### src/rtl/pipelined_control_path.sv
// Decode-stage control generator for the RV32I core and the control pipeline that
// carries it through ID/EX, MEM_LAT memory stages and WB with valid, stall and flush.
package pipelined_control_path_pkg;

  localparam logic [6:0] OP_LOAD  = 7'b0000011;
  localparam logic [6:0] OP_STORE = 7'b0100011;
  localparam logic [6:0] OP_R     = 7'b0110011;
  localparam logic [6:0] OP_I     = 7'b0010011;
  localparam logic [6:0] OP_BR    = 7'b1100011;
  localparam logic [6:0] OP_JAL   = 7'b1101111;
  localparam logic [6:0] OP_JALR  = 7'b1100111;
  localparam logic [6:0] OP_LUI   = 7'b0110111;

  localparam logic [2:0] IMM_I = 3'b000;
  localparam logic [2:0] IMM_S = 3'b001;
  localparam logic [2:0] IMM_B = 3'b010;
  localparam logic [2:0] IMM_J = 3'b011;
  localparam logic [2:0] IMM_U = 3'b100;

  localparam logic [3:0] ALU_ADD  = 4'd0;
  localparam logic [3:0] ALU_SUB  = 4'd1;
  localparam logic [3:0] ALU_AND  = 4'd2;
  localparam logic [3:0] ALU_OR   = 4'd3;
  localparam logic [3:0] ALU_XOR  = 4'd4;
  localparam logic [3:0] ALU_SLT  = 4'd5;
  localparam logic [3:0] ALU_SLL  = 4'd6;
  localparam logic [3:0] ALU_SRL  = 4'd7;
  localparam logic [3:0] ALU_SRA  = 4'd8;
  localparam logic [3:0] ALU_SLTU = 4'd9;

  localparam logic [1:0] RES_ALU = 2'b00;
  localparam logic [1:0] RES_MEM = 2'b01;
  localparam logic [1:0] RES_PC4 = 2'b10;
  localparam logic [1:0] RES_IMM = 2'b11;

  typedef struct packed {
    logic       valid;
    logic [3:0] alu_ctl;
    logic       alu_src;
    logic       branch;
    logic       jmp;
    logic       jalr;
    logic [2:0] f3;
    logic       is_load;
    logic       illegal;
    logic       mem_write;
    logic       reg_write;
    logic [1:0] result_src;
  } ex_ctl_t;

  // Control still needed after the first memory stage
  typedef struct packed {
    logic       valid;
    logic       reg_write;
    logic [1:0] result_src;
  } wb_ctl_t;

endpackage

module pipelined_control_path
  import pipelined_control_path_pkg::*;
#(
  parameter int unsigned ALU_CTL_W = 4,
  parameter int unsigned MEM_LAT   = 1
) (
  input  logic                 i_clk,
  input  logic                 i_rst_n,
  input  logic [6:0]           i_opcode,
  input  logic [2:0]           i_f3,
  input  logic                 i_f7_b6,
  input  logic                 i_valid_d,
  input  logic                 i_stall_e,
  input  logic                 i_flush_e,
  output logic [2:0]           o_imm_src,
  output logic                 o_ex_valid,
  output logic [ALU_CTL_W-1:0] o_ex_alu_ctl,
  output logic                 o_ex_alu_src,
  output logic                 o_ex_branch,
  output logic                 o_ex_jmp,
  output logic                 o_ex_jalr,
  output logic [2:0]           o_ex_f3,
  output logic                 o_ex_is_load,
  output logic                 o_ex_illegal,
  output logic                 o_mem_valid,
  output logic                 o_mem_write,
  output logic                 o_mem_reg_write,
  output logic                 o_wb_valid,
  output logic                 o_wb_reg_write,
  output logic [1:0]           o_wb_result_src
);

  localparam int unsigned N_STG = MEM_LAT + 1;

  ex_ctl_t dec;
  ex_ctl_t ex_q;
  wb_ctl_t ex_to_mem;
  wb_ctl_t stg_q [N_STG];
  logic    mem_write_q;

  // Shared R/I ALU mapping; only R-type may turn f3=000 into SUB
  function automatic logic [3:0] alu_of(input logic [2:0] f3, input logic f7_b6,
                                        input logic is_r);
    logic [3:0] code;
    case (f3)
      3'b000:  code = (is_r && f7_b6) ? ALU_SUB : ALU_ADD;
      3'b001:  code = ALU_SLL;
      3'b010:  code = ALU_SLT;
      3'b011:  code = ALU_SLTU;
      3'b100:  code = ALU_XOR;
      3'b101:  code = f7_b6 ? ALU_SRA : ALU_SRL;
      3'b110:  code = ALU_OR;
      default: code = ALU_AND;
    endcase
    return code;
  endfunction

  // Instruction decode in ID
  always_comb begin
    dec         = '0;
    dec.valid   = 1'b1;
    dec.f3      = i_f3;
    o_imm_src   = IMM_I;
    case (i_opcode)
      OP_LOAD: begin
        dec.alu_src    = 1'b1;
        dec.is_load    = 1'b1;
        dec.reg_write  = 1'b1;
        dec.result_src = RES_MEM;
      end
      OP_STORE: begin
        dec.alu_src   = 1'b1;
        dec.mem_write = 1'b1;
        o_imm_src     = IMM_S;
      end
      OP_R: begin
        dec.alu_ctl   = alu_of(i_f3, i_f7_b6, 1'b1);
        dec.reg_write = 1'b1;
      end
      OP_I: begin
        dec.alu_ctl   = alu_of(i_f3, i_f7_b6, 1'b0);
        dec.alu_src   = 1'b1;
        dec.reg_write = 1'b1;
      end
      OP_BR: begin
        dec.alu_ctl = ALU_SUB;
        dec.branch  = 1'b1;
        o_imm_src   = IMM_B;
      end
      OP_JAL: begin
        dec.jmp        = 1'b1;
        dec.reg_write  = 1'b1;
        dec.result_src = RES_PC4;
        o_imm_src      = IMM_J;
      end
      OP_JALR: begin
        dec.alu_src    = 1'b1;
        dec.jmp        = 1'b1;
        dec.jalr       = 1'b1;
        dec.reg_write  = 1'b1;
        dec.result_src = RES_PC4;
      end
      OP_LUI: begin
        dec.reg_write  = 1'b1;
        dec.result_src = RES_IMM;
        o_imm_src      = IMM_U;
      end
      default: dec.illegal = 1'b1;
    endcase
  end

  always_comb begin
    ex_to_mem            = '0;
    ex_to_mem.valid      = ex_q.valid;
    ex_to_mem.reg_write  = ex_q.reg_write;
    ex_to_mem.result_src = ex_q.result_src;
  end

  // Flush beats stall; either one sends a bubble into the first memory stage
  always_ff @(posedge i_clk or negedge i_rst_n) begin
    if (!i_rst_n) begin
      ex_q        <= '0;
      mem_write_q <= 1'b0;
      for (int unsigned i = 0; i < N_STG; i++) stg_q[i] <= '0;
    end else begin
      if (i_flush_e)      ex_q <= '0;
      else if (!i_stall_e) ex_q <= i_valid_d ? dec : '0;
      if (i_flush_e || i_stall_e) begin
        stg_q[0]    <= '0;
        mem_write_q <= 1'b0;
      end else begin
        stg_q[0]    <= ex_to_mem;
        mem_write_q <= ex_q.mem_write;
      end
      for (int unsigned i = 1; i < N_STG; i++) stg_q[i] <= stg_q[i-1];
    end
  end

  assign o_ex_valid      = ex_q.valid;
  assign o_ex_alu_ctl    = ALU_CTL_W'(ex_q.alu_ctl);
  assign o_ex_alu_src    = ex_q.alu_src;
  assign o_ex_branch     = ex_q.branch;
  assign o_ex_jmp        = ex_q.jmp;
  assign o_ex_jalr       = ex_q.jalr;
  assign o_ex_f3         = ex_q.f3;
  assign o_ex_is_load    = ex_q.is_load;
  assign o_ex_illegal    = ex_q.illegal;
  assign o_mem_valid     = stg_q[0].valid;
  assign o_mem_write     = mem_write_q;
  assign o_mem_reg_write = stg_q[0].reg_write;
  assign o_wb_valid      = stg_q[N_STG-1].valid;
  assign o_wb_reg_write  = stg_q[N_STG-1].reg_write;
  assign o_wb_result_src = stg_q[N_STG-1].result_src;

endmodule

### config.mk
export PLATFORM = sky130hd
export DESIGN_NAME = pipelined_control_path
export DESIGN_NICKNAME = d
export VERILOG_FILES = /design/src/rtl/pipelined_control_path.sv
export SDC_FILE = /design/constraint.sdc
export NUM_CORES = 1
export LEC_CHECK = 0
export ABC_AREA = 1
export BUFFER_PORTS_ARGS = -buffer_cell sky130_fd_sc_hd__buf_2
export CAP_MARGIN = 10
export CORE_UTILIZATION = 47
export CTS_CLUSTER_SIZE = 40
export DETAILED_ROUTE_END_ITERATION = 8
export PLACE_DENSITY = 0.7
export SETUP_SLACK_MARGIN = 0.05
export SYNTH_ARGS = -nofsm -noshare
export SYNTH_HDL_FRONTEND = slang
export SYNTH_SLANG_ARGS = --single-unit
### constraint.sdc
create_clock -name i_clk -period 1.45 [get_ports i_clk]
set_input_delay 0.0725 -clock i_clk [delete_from_list [all_inputs] [get_ports i_clk]]
set_output_delay 0.0725 -clock i_clk [all_outputs]
set_load 0.01 [all_outputs]
## After elaboration in Yosys (flattened, before gate mapping)

Index checks and enable logic that the tools add are counted.

| operators by class | value |
|---|---|
| reductions and logical operators | 6 |
| mux-type cells | 20 |
| equal/unequal tests | 15 |

Operators by type and width:

| cell | number |
|---|---|
| $pmux W4 S7 | 2 |
| $mux W18 | 3 |
| $eq A7 B6 Y1 const B | 3 |
| $eq A7 B7 Y1 const B | 3 |
| $pmux W3 S4 | 1 |
| $pmux W4 S3 | 1 |
| $mux W1 | 10 |
| $eq A3 B3 Y1 const B | 3 |
| $mux W4 | 2 |
| $reduce_or A8 Y1 | 1 |
| $eq A7 B2 Y1 const B | 1 |
| $eq A7 B5 Y1 const B | 1 |
| $eq A3 B2 Y1 const B | 2 |
| $pmux W2 S3 | 1 |
| $reduce_or A6 Y1 | 1 |
| $reduce_or A4 Y1 | 1 |
| $eq A3 B1 Y1 const B | 1 |
| $logic_not A3 Y1 | 1 |
| $ne A2 B1 Y1 const B | 1 |
| $reduce_or A2 Y1 | 1 |
| $logic_or A1 B1 Y1 | 1 |

| word-level totals | value |
|---|---|
| word-level logic and storage cells | 60 |
| output and inout port bits | 24 |
| register bits after elaboration | 27 |
| input port bits | 16 |

## Longest topological paths before layout

Gate-level depths: netlist of the first run.

| logic depth | value |
|---|---|
| depth in word-level cells | 6 |
| gate-level depth with buffers | 8 |
| gate-level depth less buffers | 8 |

## Least setup slack after synthesis of the first run

OpenSTA, ideal clock, no wires.

| path | value |
|---|---|
| path type | input to register |
| start point | input i_flush_e |
| end point | register ex_q, in the netlist o_ex_f3[1] |
| required time | 1.323 ns |
| slack | 0.736 ns |
| buffers on the path | 1 |
| setup time | 0.127 ns |
| arrival | 0.587 ns |
| stages on the path | 6 |
| cells stage by stage | inv_1 > nand2_2 > inv_1 > buf_4 > nand2_1 > o21ai_0 |

| between the ends | value |
|---|---|
| longest elaborated chain between the ends | 1 |
| elaborated cells on any way between the ends | 2 |
| classes of those cells | 1 x eq/ne; 1 x mux |

Ends and longest elaborated chain:

| item | RTL line | RTL |
|---|---|---|
| from (decl) | 73 | `input logic i_flush_e,` |
| $ne A2 B1 Y1 (no source line) / $mux W18 (equally long branches) | -- |  |
| to (signal assigned) | 186 | `else if (!i_stall_e) ex_q <= i_valid_d ? dec : '0;` |
| to (decl) | 95 | `ex_ctl_t ex_q;` |

Several ways; a longest one is shown, not always the timed one.
A chain may end at the register's enable or synchronous reset.

## Worst setup path after layout of the first run

| path | value |
|---|---|
| start point | input i_opcode[2] |
| end point | output o_imm_src[0] |

| between the ends | value |
|---|---|
| longest elaborated chain between the ends | 2 |
| elaborated cells on any way between the ends | 5 |
| classes of those cells | 4 x eq/ne; 1 x mux |

Ends and longest elaborated chain:

| item | RTL line | RTL |
|---|---|---|
| from (decl) | 68 | `input logic [6:0] i_opcode,` |
| $eq A7 B6 Y1 / $eq A7 B7 Y1 (equally long branches) | 123 | `case (i_opcode)` |
| $pmux W3 S4 (*) | 123 |  |
| to (decl) | 74 | `output logic [2:0] o_imm_src,` |

Mark *: on every way between the ends. The rest lies on a longest branch, timed or not.

==> results of run 1 <==
[sequential cells by signal, indices dropped and copies added, names as in the netlist, 2 cells and up]
signal           flops
stg_q                2
o_ex_alu_ctl         4
ex_q                 4
o_ex_f3              3
o_wb_result_src      2
[kinds of logic after synthesis]
kind of cell,count (synthesis),share of synthesized area (%)
compound gates,15,8.08
xor+xnor,1,0.673
buf+inv,33,12.7
flops,27,51.9
simple gates,76,26.6
[metal layers]
| layer | track usage [%] | part of all wire, % |
|---|---|---|
| met3 | 1.67 | 4.1 |
| met1 | 22.6 | 45 |
| met4 | 6.41 | 1.0 |
| met5 | 0 | 0 |
| met2 | 31.1 | 50 |
[critical path, stage by stage]
cell	delay (ns)
buf_2	0.12
nor2_2	0.16
nand2_2	0.09
nor2_2	0.13
nand3_1	0.15
nand2_1	0.09
buf_2	0.12
[Yosys cell counts]
library cell,count,area share (%)
inv_2,4,1.2
o211ai_2,2,1.9
nand2_2,7,3.4
nor2_1,13,3.8
nand3_2,1,0.77
inv_1,18,5.2
dfrtp_1,27,52
o21ai_0,8,3.1
buf_4,11,6.3
nor2_4,1,0.87
o21bai_1,1,0.58
o211ai_1,2,1.2
xor2_1,1,0.67
nand2_1,39,11
o21ai_1,1,0.38
nand3_1,6,2.3
nand4_1,5,2.4
nor2_2,4,1.9
o22ai_2,1,0.96
[per-stage QoR]
stage               instances  power (W)  utilization (%)  instance area (µm²)  hold WS [ns]
global route              215    0.00126             58.5                 1490        0.0856
global placement          210   0.000906             57.0                 1450        0.0962
detailed placement        210   0.000910             57.0                 1450         0.102
finish                    215    0.00120             58.5                 1490        0.0765
CTS                       215    0.00121             58.5                 1490        0.0659
floorplan                 152   0.000853                -                 1300        -0.223
[power groups by stage]
stage                     clock [W]  sequential [W]  combinational [W]
after floorplan                   0        0.000782          0.0000706
after global placement            0        0.000780           0.000126
after detailed placement          0        0.000780           0.000130
after CTS                  0.000315        0.000766           0.000133
after global routing       0.000346        0.000767           0.000150
final                      0.000308        0.000766           0.000131
[how the worst max path moves through the flow]
stage	startpoint	to	cells past startpoint
floorplan	i_flush_e	o_ex_f3[1]	6
global placement	i_flush_e	o_ex_alu_ctl[3]	6
detailed placement	i_flush_e	o_ex_alu_ctl[3]	6
CTS	i_opcode[2]	o_imm_src[0]	7
global route	i_opcode[2]	o_imm_src[0]	7
finish	i_opcode[2]	o_imm_src[0]	7
[final cells by class]
cell class	count	area [µm²]	area share [%]
clock inverters	1	5.00	0.336
multi-input cells	92	460	30.9
repair buffers	40	205	13.8
well taps	30	37.5	2.52
flip-flops and latches	27	676	45.4
inverters	22	82.6	5.55
clock buffers	3	22.5	1.51
[repair_timing]
item	CTS	global route
hold endpoints to repair	27	0
endpoints found under the setup margin	0	0
hold buffers	1	0
==> impl_metrics.toml, run 1 <==
[status]
status = "finished, final reports clean"

[sta]
timing.fmax_mhz = 996
fin_ws_ns = 0.446
fin_crit_ns = 1.00
finalSetupTns_ns = 0
slew_headroom_pct = 62.1
max_slew.worst_pin.slew_ns = 0.568
finalHoldViolations = 0
finalSetupViolations = 0
finalMaxSlewViolations = 0
rsz0062_at_grt = "no"
period_share_pct = 69.2
finClkSkew_ns = 0.0114

[min_path]
hold_end = "o_ex_alu_ctl[3]"
hp-class = "input port to flip-flop"
min-delay-start = "i_f3[0]"
hold_depth = 3

[route]
drt-total-wl_um = 2380
vias = 1061
route.detailed.drc = 0
viasPerCell = 4.93
wl_per_cell_um = 11.1
postRouteAntennaNets = 0
dr.first_iter.drc_count = 17
drtPass1Iterations = 4

[floorplan]
initial_core_util_pct = 51.1
ioPinCount = 40
dieArea_mm2 = 0.00298
num_rows = 18
chipHeight_um = 54.6
die_w_um = 54.6
design.core.area_mm2 = 0.00254

[cells_and_area]
fillCellCount = 244
drive_above_1_share_pct = 34.1
antenna_cells = 0
area_delta_synth_final_pct = 14.4
fin_nets = 202
final_cell_mix = "nand2_1, buf_2, dfrtp_1, inv_1, nor2_1"

[logic_synthesis]
synth.cell_area_mm2 = 0.00130
synth_cells = 152
ys_ff_latch = 27
yosys_warnings = 0
ys_seq_area_share_pct = 51.9
syn_nets = 168
synth.avg_cell_area_um2 = 8.56
synth_cell_types = 19

[pwr]
comb_power_share_pct = 10.8
p_sw_w = 0.000297
p_int_w = 0.000907
p_clk_share_pct = 25.6
pwr-share-seq_pct = 63.6
leakagePower_nw = 0.889
power_density_mw_per_mm2 = 809
ir_worst_vdd_mv = 0.597
switching_share_pct = 24.7

[grt]
overflow = 0
grt_pass1_vias = 925
grt_pass1_wl_um = 3800
antenna_found_initial = 0
grt_max_degree = 28
globalRouteTotalUtil_pct = 17.8

[clock_network]
tritoncts = "done"
clkLatencyLatePin_ns = 0.32
cts_max_path_buffers = 2
numCtsBuffers = 3
clkTransAtPathRegs_ns = 0.13
cts_resized = 0
cts.sinks = 27
cts-root-buf = "clkbuf_4"
h-tree-depth = 1
cts_setup_buffers = 0

[job]
drv_cap = 0

[placed_design]
dp_hpwl_um = 1910
pre_cts_ws_ns = 0.429
io_buffers = 39
globalplace.congestion = 0.814

[worst_setup_path]
r2r_end = "o_ex_alu_ctl[0]"
crit_required_ns = 1.38
critPathMaxFanout = 3
arrival_ns = 0.93
reg2reg_depth = 4
rrSetupSlack_ns = 0.70
rr_startpoint = "o_ex_alu_ctl[0]"
cp-end-kind = "primary output"
critical_path_class = "input port to primary output"
critPathLaunchType = "input port"
Note: power is estimated with default switching activity, not from simulation.
==> inputs of run 2 (changes only) <==
--- a/config.mk
+++ b/config.mk
@@ -5,13 +5,13 @@
 export SDC_FILE = /design/constraint.sdc
 export NUM_CORES = 1
 export LEC_CHECK = 0
-export ABC_AREA = 1
+export ABC_AREA = 0
 export BUFFER_PORTS_ARGS = -buffer_cell sky130_fd_sc_hd__buf_2
 export CAP_MARGIN = 10
 export CORE_UTILIZATION = 47
 export CTS_CLUSTER_SIZE = 40
 export DETAILED_ROUTE_END_ITERATION = 8
-export PLACE_DENSITY = 0.7
+export PLACE_DENSITY = 0.71
 export SETUP_SLACK_MARGIN = 0.05
 export SYNTH_ARGS = -nofsm -noshare
 export SYNTH_HDL_FRONTEND = slang
==> constraint.sdc (replaced) <==
create_clock -name i_clk -period 1 [get_ports i_clk]
set_input_delay 0.05 -clock i_clk [delete_from_list [all_inputs] [get_ports i_clk]]
set_output_delay 0.05 -clock i_clk [all_outputs]
set_load 0.01 [all_outputs]
==> impl_metrics.toml, run 2 <==
[floorplan]
initial_core_util_pct = 50.6
die_w_um = 53.9
chipHeight_um = 53.9
design.core.area_mm2 = 0.00250
ioPinCount = 40
dieArea_mm2 = 0.00290
num_rows = 18

[route]
vias = 1058
postRouteAntennaNets = 0
dr.first_iter.drc_count = 13
drt-total-wl_um = 2730
viasPerCell = 5.21
drtPass1Iterations = 4
wl_per_cell_um = 13.4
route.detailed.drc = 0

[worst_setup_path]
r2r_end = "o_ex_illegal"
cp-end-kind = "primary output"
critical_path.n_buffers_inverters = 2
arrival_ns = 0.90
path_depth = 5
rr_startpoint = "o_ex_illegal"
critPathLaunchType = "input port"
crit_chain = "buf_2 > and4bb_4 > and3_4 > nand2b_4 > buf_6"
rrSetupSlack_ns = 0.10
reg2reg_depth = 4
critical_path_class = "input port to primary output"
cpPeakStageDelay_ns = 0.33
cpMaxStageDelayCell = "and4bb_4"
cp_top_family = "simple AND/OR/NAND/NOR gates"
crit_required_ns = 0.95
critPathMaxFanout = 4

[clock_network]
numCtsBuffers = 3
cts_max_path_buffers = 2
tritoncts = "done"
cts-root-buf = "clkbuf_4"
clkLatencyLatePin_ns = 0.32
cts.sinks = 27
clkTransAtPathRegs_ns = 0.15
h-tree-depth = 1

[grt]
globalRouteTotalUtil_pct = 20.3
grt_pass1_vias = 951
grt_pass1_wl_um = 4130
grt_max_degree = 28
antenna_found_initial = 0
overflow = 0

[logic_synthesis]
synth_cell_types = 34
synth.cell_area_mm2 = 0.00126
yosys_warnings = 0
synth_most_common_cell = "dfrtp_1"
syn_nets = 129
netlist.area_leader.share_pct = 53.4
synth_cells = 113
synth_commonest_cells = "dfrtp_1, nand2_1, buf_4"
synth_flop_cell = "dfrtp_1"
synthArstFlopShare_pct = 100
yosys.area.top_type = "dfrtp_1"
ys_ff_latch = 27
synth.avg_cell_area_um2 = 11.2
ys_seq_area_share_pct = 53.4
synth_area_leaders = "dfrtp_1, buf_4, nand2_1"
synth_edf_count = 0

[min_path]
hp-class = "input port to flip-flop"
hold_depth = 3
min-delay-start = "i_opcode[3]"
hold_end = "o_ex_jalr"

[sta]
whs_ns = 0.0639
finalSetupViolations = 0
slew_headroom_pct = 76.0
max_slew.worst_pin.slew_ns = 0.357
finalMaxSlewViolations = 0
timing.fmax_mhz = 1050
finalSetupTns_ns = 0
rsz0062_at_grt = "yes"
finClkSkew_ns = 0.000628
fin_crit_ns = 0.948
period_share_pct = 94.8
finalHoldViolations = 0

[cells_and_area]
fillCellCount = 226
layout_commonest_cell = "buf_2"
drive_above_1_share_pct = 48.6
antenna_cells = 0
final_cell_mix = "buf_2, dfrtp_1, buf_4, nand2_1"
area_delta_synth_final_pct = 37.3
fin_nets = 190
fin_util_pct = 69.5

[placed_design]
globalplace.congestion = 0.796
dp_hpwl_um = 2010
io_buffers = 39

[job]
drv_cap = 0

[pwr]
leakagePower_nw = 0.944
power_w = 0.00188
power_density_mw_per_mm2 = 1090
ir_worst_vdd_mv = 0.609

[status]
status = "finished, final reports clean"
[run 2: changes by cell type in the layout (fill, tap and decap cells not counted), sizes merged, moves of 5 or more]
cell	before	now
nand2	46	14
buf	39	67
inv	22	1
nor2	18	5
a21oi	0	5
a22o	0	5
and2	0	5
nand3	7	2
[run 2: worst reg2reg max path, cell delays in order, from the launching register on]
cell and delay (ns):
dfrtp_1 0.42, buf_4 0.14, buf_4 0.12, nand2_1 0.06, o41ai_2 0.07
[run 2: logic make-up (layout without fill, tap and decap cells)]
| logic type | Yosys count | after routing | share of synthesized area [%] |
|---|---|---|---|
| DFF | 27 | 27 | 53.4 |
| AOI/OAI and AO/OA | 26 | 26 | 16.7 |
| and+or+nand+nor | 47 | 47 | 22.8 |
| muxes | 1 | 1 | 0.791 |
| buffers and inverters | 12 | 72 | 6.33 |
[run 2: through the flow]
stage | instances | area (µm²) | worst slack [ns]
global route | 203 | 1740 | 0.0191
CTS | 197 | 1660 | 0.0530
finish | 203 | 1740 | 0.0521
detailed placement | 188 | 1550 | -0.149
floorplan | 113 | 1270 | 0.00908
global placement | 188 | 1550 | -0.135
[run 2: final cells by class]
type	count	area, µm²	share of cell area, %
clock inverter	1	8.76	0.504
tap	30	37.5	2.16
sequential	27	676	38.9
clock buffer	3	22.5	1.30
multi-input combinational	74	548	31.6
timing repair buffer	68	444	25.6
[run 2: repair_timing]
action                                  in CTS  in global routing
endpoints found under the setup margin       4                 19
gates resized for setup                      6                  9
hold buffers                                 1                  0
gates cloned                                 0                  0
buffers inserted                             4                  6
endpoints found under the hold margin       27                  0
pin swaps                                    2                  2
[run 2: worst max path at each step]
stage,start,end,slack [ns]
after floorplan,i_stall_e,o_ex_alu_ctl[2],0.009
after global placement,i_opcode[6],ex_q[2],-0.14
after detailed placement,i_opcode[3],o_ex_illegal,-0.15
after CTS,o_ex_illegal,o_ex_illegal,0.05
after global routing,o_ex_branch,o_ex_branch,0.02
final,i_opcode[3],o_imm_src[1],0.05
[run 2: where the power goes]
part           leakage, nW  internal (W)  switching (W)  total (W)
logic                0.551      0.000133       0.000141   0.000274
registers            0.375       0.00110     0.00000626    0.00111
clock network       0.0183      0.000163       0.000337   0.000500
total                0.944       0.00140       0.000484    0.00188
[run 2: metal layers]
layer | track usage (%) | vias to the layer above | wire length [µm]
li1 | - | 513 | -
met1 | 26.4 | 501 | 1220
met2 | 34.6 | 40 | 1350
met3 | 2.54 | 4 | 142
met4 | 6.58 | 0 | 21
met5 | 0 | - | 0
